--- src/rtl/i2s_tx.sv ---
// i2s_tx: I2S transmitter. Takes one stereo pair of 16-bit samples through a
// one-entry holding register and serializes it as a standard I2S frame
// (32 BCLK slots, MSB first, WS leading the MSB by one BCLK).
// BCLK is derived from clk_sys by a divider (CLK_DIV cycles per half-period).
// Optional feature: define I2S_TX_UNDERRUN_CNT_EN to add a saturating 16-bit
// underrun counter output (underrun_cnt).
module i2s_tx #(
    parameter int CLK_DIV = 8
) (
    input  logic        clk_sys,
    input  logic        RESET,
    input  logic        enable,
    input  logic [15:0] in_l,
    input  logic [15:0] in_r,
    input  logic        in_valid,
    output logic        in_ready,
    output logic        i2s_bclk,
    output logic        i2s_ws,
    output logic        i2s_data,
`ifdef I2S_TX_UNDERRUN_CNT_EN
    output logic [15:0] underrun_cnt,
`endif
    output logic        underrun
);

    localparam logic [7:0] DIV_LAST = 8'(CLK_DIV - 1);

    typedef enum logic [0:0] {
        ST_IDLE = 1'b0,
        ST_RUN  = 1'b1
    } state_t;

    state_t      state_r;
    state_t      state_next_s;

    logic [7:0]  div_r;
    logic [4:0]  slot_r;
    logic        bclk_r;
    logic        ws_r;
    logic        data_r;
    logic        underrun_r;
    logic [31:0] frame_r;

    logic [15:0] hold_l_r;
    logic [15:0] hold_r_r;
    logic        full_r;
    logic        ready_r;

    logic [7:0]  div_next_s;
    logic [4:0]  slot_next_s;
    logic        bclk_next_s;
    logic        ws_next_s;
    logic        data_next_s;
    logic        underrun_next_s;
    logic [31:0] frame_next_s;
    logic        frame_load_s;
    logic        out_update_s;
    logic [4:0]  bit_idx_s;

    logic [31:0] frame_src_s;
    logic        take_s;
    logic        consume_s;
    logic        full_next_s;

    // An empty holding register yields a silent frame.
    assign frame_src_s = full_r ? {hold_l_r, hold_r_r} : 32'h0000_0000;
    assign take_s      = in_valid & ready_r;
    assign consume_s   = frame_load_s & full_r;

    // State register.
    always_ff @(posedge clk_sys) begin
        if (RESET) begin
            state_r <= ST_IDLE;
        end else begin
            state_r <= state_next_s;
        end
    end

    // Next-state logic: enable alone decides between running and idling.
    always_comb begin
        state_next_s = state_r;
        case (state_r)
            ST_IDLE: begin
                if (enable) begin
                    state_next_s = ST_RUN;
                end else begin
                    state_next_s = ST_IDLE;
                end
            end
            ST_RUN: begin
                if (enable) begin
                    state_next_s = ST_RUN;
                end else begin
                    state_next_s = ST_IDLE;
                end
            end
            default: begin
                state_next_s = ST_IDLE;
            end
        endcase
    end

    // Output logic: next values for divider, BCLK, slot, WS, data and frame.
    always_comb begin
        div_next_s      = div_r;
        bclk_next_s     = bclk_r;
        slot_next_s     = slot_r;
        ws_next_s       = ws_r;
        data_next_s     = data_r;
        frame_next_s    = frame_r;
        underrun_next_s = 1'b0;
        frame_load_s    = 1'b0;
        out_update_s    = 1'b0;
        bit_idx_s       = 5'd0;
        case (state_r)
            ST_IDLE: begin
                div_next_s  = 8'd0;
                bclk_next_s = 1'b0;
                slot_next_s = 5'd0;
                if (enable) begin
                    frame_load_s = 1'b1;
                    out_update_s = 1'b1;
                end else begin
                    ws_next_s   = 1'b0;
                    data_next_s = 1'b0;
                end
            end
            ST_RUN: begin
                if (!enable) begin
                    div_next_s  = 8'd0;
                    bclk_next_s = 1'b0;
                    slot_next_s = 5'd0;
                    ws_next_s   = 1'b0;
                    data_next_s = 1'b0;
                end else if (div_r == DIV_LAST) begin
                    div_next_s  = 8'd0;
                    bclk_next_s = ~bclk_r;
                    if (bclk_r) begin
                        // Falling BCLK edge: move to the next slot.
                        slot_next_s  = slot_r + 5'd1;
                        out_update_s = 1'b1;
                        if (slot_r == 5'd31) begin
                            frame_load_s = 1'b1;
                        end else begin
                            frame_load_s = 1'b0;
                        end
                    end else begin
                        out_update_s = 1'b0;
                    end
                end else begin
                    div_next_s = div_r + 8'd1;
                end
            end
            default: begin
                div_next_s  = 8'd0;
                bclk_next_s = 1'b0;
                slot_next_s = 5'd0;
                ws_next_s   = 1'b0;
                data_next_s = 1'b0;
            end
        endcase

        if (frame_load_s) begin
            frame_next_s    = frame_src_s;
            underrun_next_s = ~full_r;
        end else begin
            frame_next_s    = frame_next_s;
        end

        // Slot s carries frame bit 31-s; WS is high one slot ahead of R.
        bit_idx_s = 5'd31 - slot_next_s;
        if (out_update_s) begin
            data_next_s = frame_next_s[bit_idx_s];
            ws_next_s   = (slot_next_s >= 5'd15) && (slot_next_s <= 5'd30);
        end else begin
            data_next_s = data_next_s;
        end
    end

    // Serializer datapath and output registers.
    always_ff @(posedge clk_sys) begin
        if (RESET) begin
            div_r      <= 8'd0;
            slot_r     <= 5'd0;
            bclk_r     <= 1'b0;
            ws_r       <= 1'b0;
            data_r     <= 1'b0;
            underrun_r <= 1'b0;
            frame_r    <= 32'h0000_0000;
        end else begin
            div_r      <= div_next_s;
            slot_r     <= slot_next_s;
            bclk_r     <= bclk_next_s;
            ws_r       <= ws_next_s;
            data_r     <= data_next_s;
            underrun_r <= underrun_next_s;
            frame_r    <= frame_next_s;
        end
    end

    // Holding-register occupancy: a consume and a take are mutually exclusive.
    always_comb begin
        full_next_s = full_r;
        if (consume_s) begin
            full_next_s = 1'b0;
        end else if (take_s) begin
            full_next_s = 1'b1;
        end else begin
            full_next_s = full_r;
        end
    end

    // Holding register and registered ready flag.
    always_ff @(posedge clk_sys) begin
        if (RESET) begin
            hold_l_r <= 16'h0000;
            hold_r_r <= 16'h0000;
            full_r   <= 1'b0;
            ready_r  <= 1'b0;
        end else begin
            if (take_s) begin
                hold_l_r <= in_l;
                hold_r_r <= in_r;
            end else begin
                hold_l_r <= hold_l_r;
                hold_r_r <= hold_r_r;
            end
            full_r  <= full_next_s;
            ready_r <= ~full_next_s;
        end
    end

`ifdef I2S_TX_UNDERRUN_CNT_EN
    logic [15:0] cnt_r;

    // Saturating underrun counter, updated on the same edge the pulse appears.
    always_ff @(posedge clk_sys) begin
        if (RESET) begin
            cnt_r <= 16'h0000;
        end else if (underrun_next_s && (cnt_r != 16'hFFFF)) begin
            cnt_r <= cnt_r + 16'd1;
        end else begin
            cnt_r <= cnt_r;
        end
    end

    assign underrun_cnt = cnt_r;
`endif

    assign in_ready = ready_r;
    assign i2s_bclk = bclk_r;
    assign i2s_ws   = ws_r;
    assign i2s_data = data_r;
    assign underrun = underrun_r;

endmodule

--- config.mk ---
export PLATFORM = sky130hd
export DESIGN_NAME = i2s_tx
export DESIGN_NICKNAME = d
export VERILOG_FILES = /design/src/rtl/i2s_tx.sv
export SDC_FILE = /design/constraint.sdc
export NUM_CORES = 1
export LEC_CHECK = 0
export BUFFER_PORTS_ARGS = -buffer_cell sky130_fd_sc_hd__buf_2
export CAP_MARGIN = 25
export CORE_MARGIN = 10
export CORE_UTILIZATION = 55
export CTS_CLUSTER_SIZE = 12
export DETAILED_ROUTE_END_ITERATION = 6
export PLACE_DENSITY = 0.78
export SLEW_MARGIN = 20
export SYNTH_ARGS = -nofsm -noshare
export SYNTH_HDL_FRONTEND = slang
export SYNTH_SLANG_ARGS = --single-unit
export TNS_END_PERCENT = 10
--- constraint.sdc ---
create_clock -name clk_sys -period 4.9 [get_ports clk_sys]
set_clock_uncertainty 0.1 [all_clocks]
set_input_delay 0.49 -clock clk_sys [delete_from_list [all_inputs] [get_ports clk_sys]]
set_output_delay 0.49 -clock clk_sys [all_outputs]
set_load 0.01 [all_outputs]
Yosys cells after proc, flatten, opt, wreduce, memory -nomap -nowiden. Cells that the tools add are included.

Flip-flop bits (word level): 84. Input port bits: 36. Output and inout port bits: 5. Logic and storage cells: 60.

$add $sub $neg: 3. Magnitude comparators: 3. Equality and inequality tests: 4. Muxes and demuxes: 29. Bitwise operators: 7. Reduce and logical (&&, ||, !) cells: 2.

Operator list (count): $mux 32 (2); $mux 1 (16); $mux 8 (2); $pmux 8 s2 (1); $mux 5 (3); $pmux 5 s2 (1); $add 8x1->8 const B (1); $eq 8x3->1 const B (1); $lt 5x6->1 const B (1); $pmux 1 s2 (3); $add 5x1->5 const B (1); $bmux 1 s5 (1); $eq 5x5->1 const B (1); $ge 5x4->1 const B (1); $le 5x5->1 const B (1); $not 1->1 (5); $sub 5x5->5 const A (1); $ne 3x2->1 const B (1); $and 1x1->1 (2); $ne 2x1->1 const B (1); $reduce_or 2->1 (1); $logic_and 1x1->1 (1).

Depth between registers and ports, before layout. Gate-level depths: netlist of run 1.

Depth after elaboration: 10. Mapped depth: 13. Gate-level depth less buffers: 11.

Worst setup path before layout of run 1. OpenSTA, ideal clock, no wires.

Path kind: reg-to-reg. From: register div_r[0]. To: register data_r, in the netlist i2s_data. Setup time: 74 ps. Data arrival time: 2565 ps. Required time: 4726 ps. Path slack: 2161 ps. Cell stages (with the launch flop): 10. Buffers on the path: 0. Cell sequence: dfxtp_1 -> ha_1 -> nor4bb_1 -> a21oi_1 -> o21ai_0 -> nor2_1 -> a2111oi_0 -> a211oi_1 -> a32o_1 -> a31oi_1.

Word-level cells in the longest chain between the ends: 8.

Ends and longest elaborated chain: start, declared (RTL line 36) `logic [7:0] div_r;`; start signal, assigned (RTL line 191) `div_r <= div_next_s;`; $eq 8x3->1 * (RTL line 135) `end else if (div_r == DIV_LAST) begin`; $mux 5 / $mux 1 (equally long branches) (RTL line 135); $mux 5 / $mux 1 (equally long branches) (RTL line 129) `if (!enable) begin`; $pmux 5 s2 / $pmux 1 s2 (equally long branches) (RTL line 115) `case (state_r)`; $sub 5x5->5 / $mux 32 (equally long branches) (RTL line 171, 163); $bmux 1 s5 (RTL line 173) `data_next_s = frame_next_s[bit_idx_s];`; $mux 1 (implied by the code) (RTL line 173); $mux 1 (RTL line 172) `if (out_update_s) begin`; end signal, assigned (RTL line 195) `data_r <= data_next_s;`; end, declared (RTL line 40) `logic data_r;`.

Every way passes the cells marked *; elsewhere a longest branch is shown, timed or not. The select of a mux whose other input is x is not followed. A chain may end at the register's enable or synchronous reset.

Worst setup path after layout of run 1.
From: register slot_r[0]. To: register data_r, in the netlist i2s_data.

Word-level cells in the longest chain between the ends: 10.

Ends and longest elaborated chain: start, declared (RTL line 37) `logic [4:0] slot_r;`; start signal, assigned (RTL line 192) `slot_r <= slot_next_s;`; parallel branches: the longest is 7 deep, another holds $add 5x1->5; $bmux 1 s5 * (RTL line 173); $mux 1 (implied by the code) * (RTL line 173); $mux 1 * (RTL line 172).

Mark *: on every way between the ends. The select of a mux whose other input is x is not followed.

==> flow_summary.ini, run 1 <==
[outcome]
status = completed

[cts]
cts-root-buf = clkbuf_8
cts_tree = done
cts_sinks = 84
post_cts.repair.setup_buffers = 0
ctsHoldBuffers = 0
cts.repair.resized = 0
h-tree-depth = 3
cts_made_buffers = 9
clk_latency_ns = 0.36
clk_pin_slew_ns = 0.08
cts_max_path_buffers = 2

[route]
dr.pass1.iters = 5
drt_wl_total_um = 8750
drc = 0
vias = 3288
ant_nets = 0
vias_per_cell = 5.94
wl_per_cell_um = 15.8
drt-initial-drc-count = 367

[synth]
seq_area_frac_synth_pct = 45.7
ys_warn_count = 0
yosys.area_share.xor_xnor_pct = 2.62
ys_async_sr_fraction_pct = 0
synth_ff_type = dfxtp_1
synth.distinct_cells = 50
synth_top_family_by_area = simple AND/OR/NAND/NOR gates
synthSimpleGateAreaFrac_pct = 23.0
synth_area_per_cell_um2 = 8.25
syn-num-nets = 485
syn_inst = 446
synthAdderAreaFrac_pct = 1.02
synth-edff-count = 0
ys_seq_elements = 84
synth_area_um2 = 3680
synthMuxAreaShare_pct = 3.81
synth_compound_area_share_pct = 19.8

[setup_path]
start_kind = flop
cp_data_required_time_ns = 5.09
cp.arrival_ns = 3.80
critPathKind = flop to flop
end_kind = flop
rrSetupSlack_ns = 1.29
cp_max_fo = 20

[pwr]
comb_power_share_pct = 6.3
ir_worst_vdd_mv = 0.194
power.density_nw_per_um2 = 313
p_switching_mw = 0.300
p_sw_share_pct = 23.5
internal_power_mw = 0.974
power_frac_seq_pct = 55.9
leakage_nw = 1.49
clock_power_share_pct = 37.7

[global_route]
grt_pass1_vias = 3124
grt_pass1_wl_um = 14700
track_usage_pct = 17.4
grt_max_degree = 42
gr-total-overflow = 0
antenna_found_initial = 0

[cells_and_area]
diodes = 0
drive_gt1_share_pct = 13.0
fin_nets = 512
area_growth_syn_to_layout_pct = 10.7
layout_commonest_cell = nand2_1
layout_common_cells = nand2_1, dfxtp_1, nor2_1, a21oi_1, buf_2

[placed_design]
portBuffers = 40
gp_congestion = 0.956
hpwlAfterDp_um = 6120

[timing]
whs_ns = 0.263
finalSetupViolCount = 0
finalCritPeriodShare_pct = 73.7
layout_min_cycle_time_ns = 3.61
slew-limit-headroom_pct = 47.9
tightestPinTransition_ns = 0.781
finalHoldViolCount = 0
rsz0062_at_grt = false
finalMaxSlewViolations = 0
max_freq_ghz = 0.277
finalSetupTns_ns = 0

[die]
die_y_um = 102
fp-row-count = 29
die_w_um = 102
initial_utilization_pct = 57.3
coreArea_um2 = 6420
ios = 41
dieArea_um2 = 10400

[job]
maxCapViolCount = 0

[worst_hold_path]
hold_path.class = input port to flop
## Yosys cell counts, drive strengths merged (2+ instances only)
master,n,area (µm²)
xnor2,4,35.0
a32oi,2,17.5
a22oi,26,195
xor2,7,61.3
ha,3,37.5
clkbuf,18,67.6
a211oi,4,30.0
nor4b,3,26.3
nor4,5,31.3
dfxtp,84,1680
nor3,4,20.0
or4,2,15.0
buf,11,61.3
a2111oi,3,32.5
o22ai,3,18.8
a221oi,3,26.3
and2,6,37.5
o31ai,2,28.8
nand3,12,60.1
mux2i,14,140
a31oi,3,18.8
and3,7,43.8
inv,5,18.8
o221ai,3,26.3
a21oi,42,210
nand2,90,340
nor2b,4,25.0
nor2,55,209
o21ai,7,35.0
## routing by layer
layer  GRT usage, %  up-vias  part of all wire, %
li1               -     1626                    -
met1           23.0     1547                   47
met2           26.3      107                   46
met3           5.04        8                  6.2
met4           6.71        0                 0.93
met5              0        -                    0
## path summary, 6_finish.rpt
path,start,endpoint,cells past startpoint
min,in_l[5],hold_l_r[5],3
max reg2reg,slot_r[0],i2s_data,11
max,slot_r[0],i2s_data,11
min reg2reg,hold_l_r[4],hold_l_r[4],2
## through the flow
stage	area, µm²	worst slack [ns]	cells	utilization (%)	total power, mW
after global placement	3870	1.53	538	60.3	0.805
after floorplan	3680	2.16	446	-	0.779
final	4070	1.29	554	63.4	1.27
after detailed placement	3870	1.43	538	60.3	0.808
after global routing	4070	1.11	554	63.4	1.32
after CTS	4060	1.40	553	63.2	1.28
## cell families (layout without fill, tap and decap cells)
logic type | Yosys count | after routing
AO/OA/AOI/OAI | 108 | 108
XOR/XNOR | 11 | 11
adder cells (fa/ha/maj) | 3 | 3
buffers and inverters | 34 | 65
flip-flops | 84 | 84
multiplexers | 14 | 14
AND/OR/NAND/NOR | 192 | 192
## worst max-delay path, cell delays in order, from the launching register on
cell       delay (ns)
dfxtp_1          0.49
ha_1             0.25
and3_1           0.17
ha_1             0.20
inv_1            0.10
o31ai_4          0.35
and2_1           0.69
a22oi_1          0.22
a2111oi_0        0.45
a211oi_1         0.14
a32o_1           0.25
a31oi_1          0.12
## power groups by stage
stage / clock, mW / sequential [mW] / combinational [mW]
finish: 0.481 / 0.713 / 0.0806
global placement: 0 / 0.728 / 0.0777
CTS: 0.489 / 0.712 / 0.0798
floorplan: 0 / 0.723 / 0.0567
detailed placement: 0 / 0.728 / 0.0796
global route: 0.517 / 0.715 / 0.0919
## area by class of cell
| cell class | instances | area [µm²] |
|---|---|---|
| Fill cell | 594 | 2350 |
| Tap cell | 77 | 96.3 |
| Clock inverter | 2 | 35.0 |
| Inverter | 5 | 18.8 |
| Clock buffer | 13 | 149 |
| Multi-Input combinational cell | 328 | 1850 |
| Timing Repair Buffer | 45 | 241 |
| Sequential cell | 84 | 1680 |
## registers in the layout, summed over array words and instances (netlist names)
signal,count
full_r,1
hold_r_r,16
hold_l_r,16
slot_r,5
in_ready,1
underrun,1
div_r,8
i2s_bclk,1
i2s_ws,1
frame_r,32
state_r,1
i2s_data,1
No activity file was read; power rests on OpenSTA's default activity.
==> run 2, diff against run 1 <==
clock period = 3.7 ns   (was 4.9 ns; I/O delays follow)
==> flow_summary.ini, run 2 (synthesis results as in run 1) <==
[outcome]
status = completed

[die]
fp-row-count = 29
dieArea_um2 = 10400
ios = 41
coreArea_um2 = 6420
initial_utilization_pct = 57.3
die_y_um = 102
die_w_um = 102

[route]
ant_nets = 0
drc = 0
wl_per_cell_um = 15.6
dr.pass1.iters = 6
vias = 3280
drt_wl_total_um = 8700
drt-initial-drc-count = 238
vias_per_cell = 5.88

[setup_path]
cp_data_required_time_ns = 3.88
rrSetupSlack_ns = 0.33
cp_max_fo = 8
cp.arrival_ns = 3.55
start_kind = flop
rr_startpoint = div_r[0]
end_kind = flop
r2r-end = i2s_data
r2r.worst_path.cells = 9
critPathKind = flop to flop

[timing]
whs_ns = 0.127
tightestPinTransition_ns = 0.822
rsz0062_at_grt = false
slew-limit-headroom_pct = 44.4
finalCritPeriodShare_pct = 91.1
finalSetupTns_ns = 0
layout_min_cycle_time_ns = 3.37
max_freq_ghz = 0.297
finalMaxSlewViolations = 0
finalSetupViolCount = 0
setup_ws_ns = 0.328
finalHoldViolCount = 0

[cts]
clk_latency_ns = 0.37
cts_max_path_buffers = 2
cts_sinks = 84
clk_pin_slew_ns = 0.10
cts_made_buffers = 9
h-tree-depth = 3
ctsHoldBuffers = 0
cts-root-buf = clkbuf_8
cts_tree = done

[cells_and_area]
finish.utilization_pct = 63.9
drive_gt1_share_pct = 14.6
area_growth_syn_to_layout_pct = 11.6
regMostFlops = frame_r
largest_reg_flops = 32
layout_commonest_cell = nand2_1
fill_cells = 585
top_regs = frame_r (32), hold_l_r (16), hold_r_r (16)
diodes = 0
fin_nets = 515
layout_common_cells = nand2_1, dfxtp_1, nor2_1, a21oi_1, buf_2

[global_route]
antenna_found_initial = 0
grt_pass1_vias = 3196
gr-total-overflow = 0
grt_pass1_wl_um = 14800
grt_max_degree = 71
track_usage_pct = 17.5

[pwr]
internal_power_mw = 1.22
comb_power_share_pct = 6.4
p_switching_mw = 0.452
p_sw_share_pct = 26.9
clock_power_share_pct = 37.3
power_frac_seq_pct = 56.3
power.density_nw_per_um2 = 409
ir_worst_vdd_mv = 0.271
leakage_nw = 1.51
total_power_mw = 1.68

[placed_design]
hpwlAfterDp_um = 6180
portBuffers = 40
place_ws_ns = 0.262
gp_congestion = 0.961

[worst_hold_path]
hold_path.class = input port to flop
min_from = in_l[2]
hold_path_end = hold_l_r[2]
min_path_cells = 3

[job]
maxCapViolCount = 0
-- run 2: worst max path at each step --
stage              from       end  depth (start not counted)
2_1_floorplan  div_r[0]  i2s_data                          9
3_3_place_gp   div_r[0]  i2s_data                          9
3_5_place_dp   div_r[0]  i2s_data                          9
4_1_cts        div_r[0]  i2s_data                          9
5_1_grt        div_r[0]  i2s_data                          9
6_report       div_r[0]  i2s_data                          9
-- run 2: cell type report --
type	count	area, µm²	area share (%)
timing repair buffer	48	268	6.52
tap	77	96.3	2.35
inverter	5	18.8	0.457
clock inverter	7	65.1	1.59
multi-input combinational	328	1850	45.1
clock buffer	9	124	3.02
sequential	84	1680	41.0
-- run 2: repair_timing --
action                                  CTS  global route
endpoints found under the setup margin    0             1
setup buffers                             0             0
gates resized for setup                   0             2
-- run 2: power by group through the flow --
stage / logic, mW / clock network (mW) / registers (mW)
global placement: 0.104 / 0 / 0.964
global route: 0.122 / 0.673 / 0.947
finish: 0.108 / 0.625 / 0.943
floorplan: 0.0750 / 0 / 0.957
CTS: 0.106 / 0.636 / 0.943
detailed placement: 0.106 / 0 / 0.965
-- run 2: metal layers --
layer | GRT usage (%) | vias up | wire, µm
met2 | 27.5 | 112 | 3920
met4 | 7.92 | 0 | 148
met5 | 0 | - | 0
met3 | 5.24 | 16 | 609
li1 | - | 1630 | -
met1 | 21.5 | 1522 | 4020
-- run 2: critical path, cell delays in order, from the launching register on --
cell	delay, ns
dfxtp_1	0.40
ha_1	0.26
nand4bb_1	0.38
o21ai_0	0.45
a21o_1	0.43
nor2_1	0.19
a2111oi_0	0.51
a211oi_1	0.14
a32o_1	0.26
a31oi_1	0.17
-- run 2: per-stage QoR --
step | instance area, µm² | instances
after floorplan | 3680 | 446
after global placement | 3900 | 541
after detailed placement | 3900 | 541
after CTS | 4090 | 557
after global routing | 4100 | 558
final | 4100 | 558
==> run 3, diff against run 2 <==
GPL_TIMING_DRIVEN = 0   (was default)
==> flow_summary.ini, run 3 (synthesis results as in run 1) <==
[setup_path]
critPathKind = flop to flop
end_kind = flop
cp.arrival_ns = 3.56
critical-path-top-delay-family = compound AO/OA/AOI/OAI gates
cp_max_fo = 10
start_kind = flop
crit_slowest_cell = dfxtp_1
slowest_delay_ns = 0.51
cp_data_required_time_ns = 3.83
critPathBufInv = 2
crit_path_cell_trace = ha_1, and3_1, ha_1, inv_1, o31ai_4, nand2_2, clkbuf_1, a32oi_1, a21oi_1, o2111a_1, nor4_1, a31oi_1
crit_path_frequent_cell = ha_1

[cells_and_area]
diodes = 0
area_growth_syn_to_layout_pct = 14.1
largest_reg_flops = 32
top_regs = frame_r (32), hold_l_r (16), hold_r_r (16)
fin_cells = 578
fin_nets = 535
layout_common_cells = nand2_1, dfxtp_1, nor2_1, buf_2, a21oi_1
layout_commonest_cell = nand2_1
regMostFlops = frame_r
drive_gt1_share_pct = 13.2

[cts]
cts_max_path_buffers = 2
clk_latency_ns = 0.35
h-tree-depth = 3
cts.repair.resized = 0
ctsHoldBuffers = 0
cts_tree = done
clk_pin_slew_ns = 0.09
cts_made_buffers = 9
cts-root-buf = clkbuf_8
post_cts.repair.setup_buffers = 0
cts_sinks = 84

[timing]
finalSetupViolCount = 0
tightestPinTransition_ns = 0.697
rsz0062_at_grt = false
finalSetupTns_ns = 0
finalHoldViolCount = 0
finalMaxSlewViolations = 0
max_freq_ghz = 0.291
setup_ws_ns = 0.264
finalCritPeriodShare_pct = 92.9
slew-limit-headroom_pct = 53.1
layout_min_cycle_time_ns = 3.44

[global_route]
track_usage_pct = 18.6
grt_max_degree = 15
antenna_found_initial = 0
grt_pass1_wl_um = 15600
grt_pass1_vias = 3299
gr-total-overflow = 0

[route]
ant_nets = 0
vias = 3363
drc = 0
drt-initial-drc-count = 303
wl_per_cell_um = 16.1
vias_per_cell = 5.82
drt_wl_total_um = 9310
dr.pass1.iters = 5

[pwr]
leakage_nw = 1.54
power.density_nw_per_um2 = 427
total_power_mw = 1.79
ir_worst_vdd_mv = 0.291

[die]
dieArea_um2 = 10400
ios = 41
fp-row-count = 29
coreArea_um2 = 6420
die_y_um = 102
initial_utilization_pct = 57.3
die_w_um = 102

[outcome]
status = completed

[placed_design]
hpwlAfterDp_um = 6770
portBuffers = 39
dpl.cell_count = 562
place_ws_ns = 0.309
gp_congestion = 0.952

[worst_hold_path]
hold_path.class = input port to flop

[job]
maxCapViolCount = 0
==> run 3: path summary, 6_finish.rpt <==
kind,to,slack [ns],startpoint,cells past startpoint
setup / recovery,i2s_data,0.26,slot_r[0],12
hold reg to reg,hold_r_r[15],0.36,hold_r_r[15],2
setup reg to reg,i2s_data,0.26,slot_r[0],12
hold / removal,state_r,0.12,RESET,2
==> run 3: final cells by class <==
type,count,area (µm²)
Multi-Input combinational cell,328,1850
Sequential cell,84,1680
Buffer,29,129
Clock inverter,6,87.6
Timing Repair Buffer,39,195
Clock buffer,10,138
Inverter,5,18.8
Fill cell,569,2230
Tap cell,77,96.3
==> run 3: worst register-to-register path, stage by stage (launching register included) <==
cell and delay [ns]:
dfxtp_1 0.51, ha_1 0.26, and3_1 0.17, ha_1 0.21, inv_1 0.10, o31ai_4 0.41
nand2_2 0.24, clkbuf_1 0.31, a32oi_1 0.27, a21oi_1 0.10, o2111a_1 0.17, nor4_1 0.32
a31oi_1 0.12
==> run 3: stage by stage <==
stage                     instance area [µm²]  utilization (%)  hold WS, ns
after floorplan                          3680                -        0.332
after global placement                   3970             61.8        0.348
after detailed placement                 3970             61.8        0.353
after CTS                                4190             65.3        0.109
after global routing                     4190             65.3        0.132
final                                    4190             65.3        0.118
==> run 3: per-layer routing <==
metal | share of wire [%] | wire length, µm | global-route usage, %
met4 | 1.6 | 148 | 6.38
met1 | 46 | 4260 | 24.1
met3 | 6.3 | 588 | 4.42
met2 | 46 | 4320 | 29.6
met5 | 0 | 0 | 0
==> run 3: report_power, final <==
group | switching (mW) | internal (mW) | leakage, nW | total, mW
registers | 0.0146 | 0.925 | 0.681 | 0.940
logic | 0.0789 | 0.0422 | 0.744 | 0.121
clock network | 0.330 | 0.399 | 0.116 | 0.729
total | 0.424 | 1.37 | 1.54 | 1.79
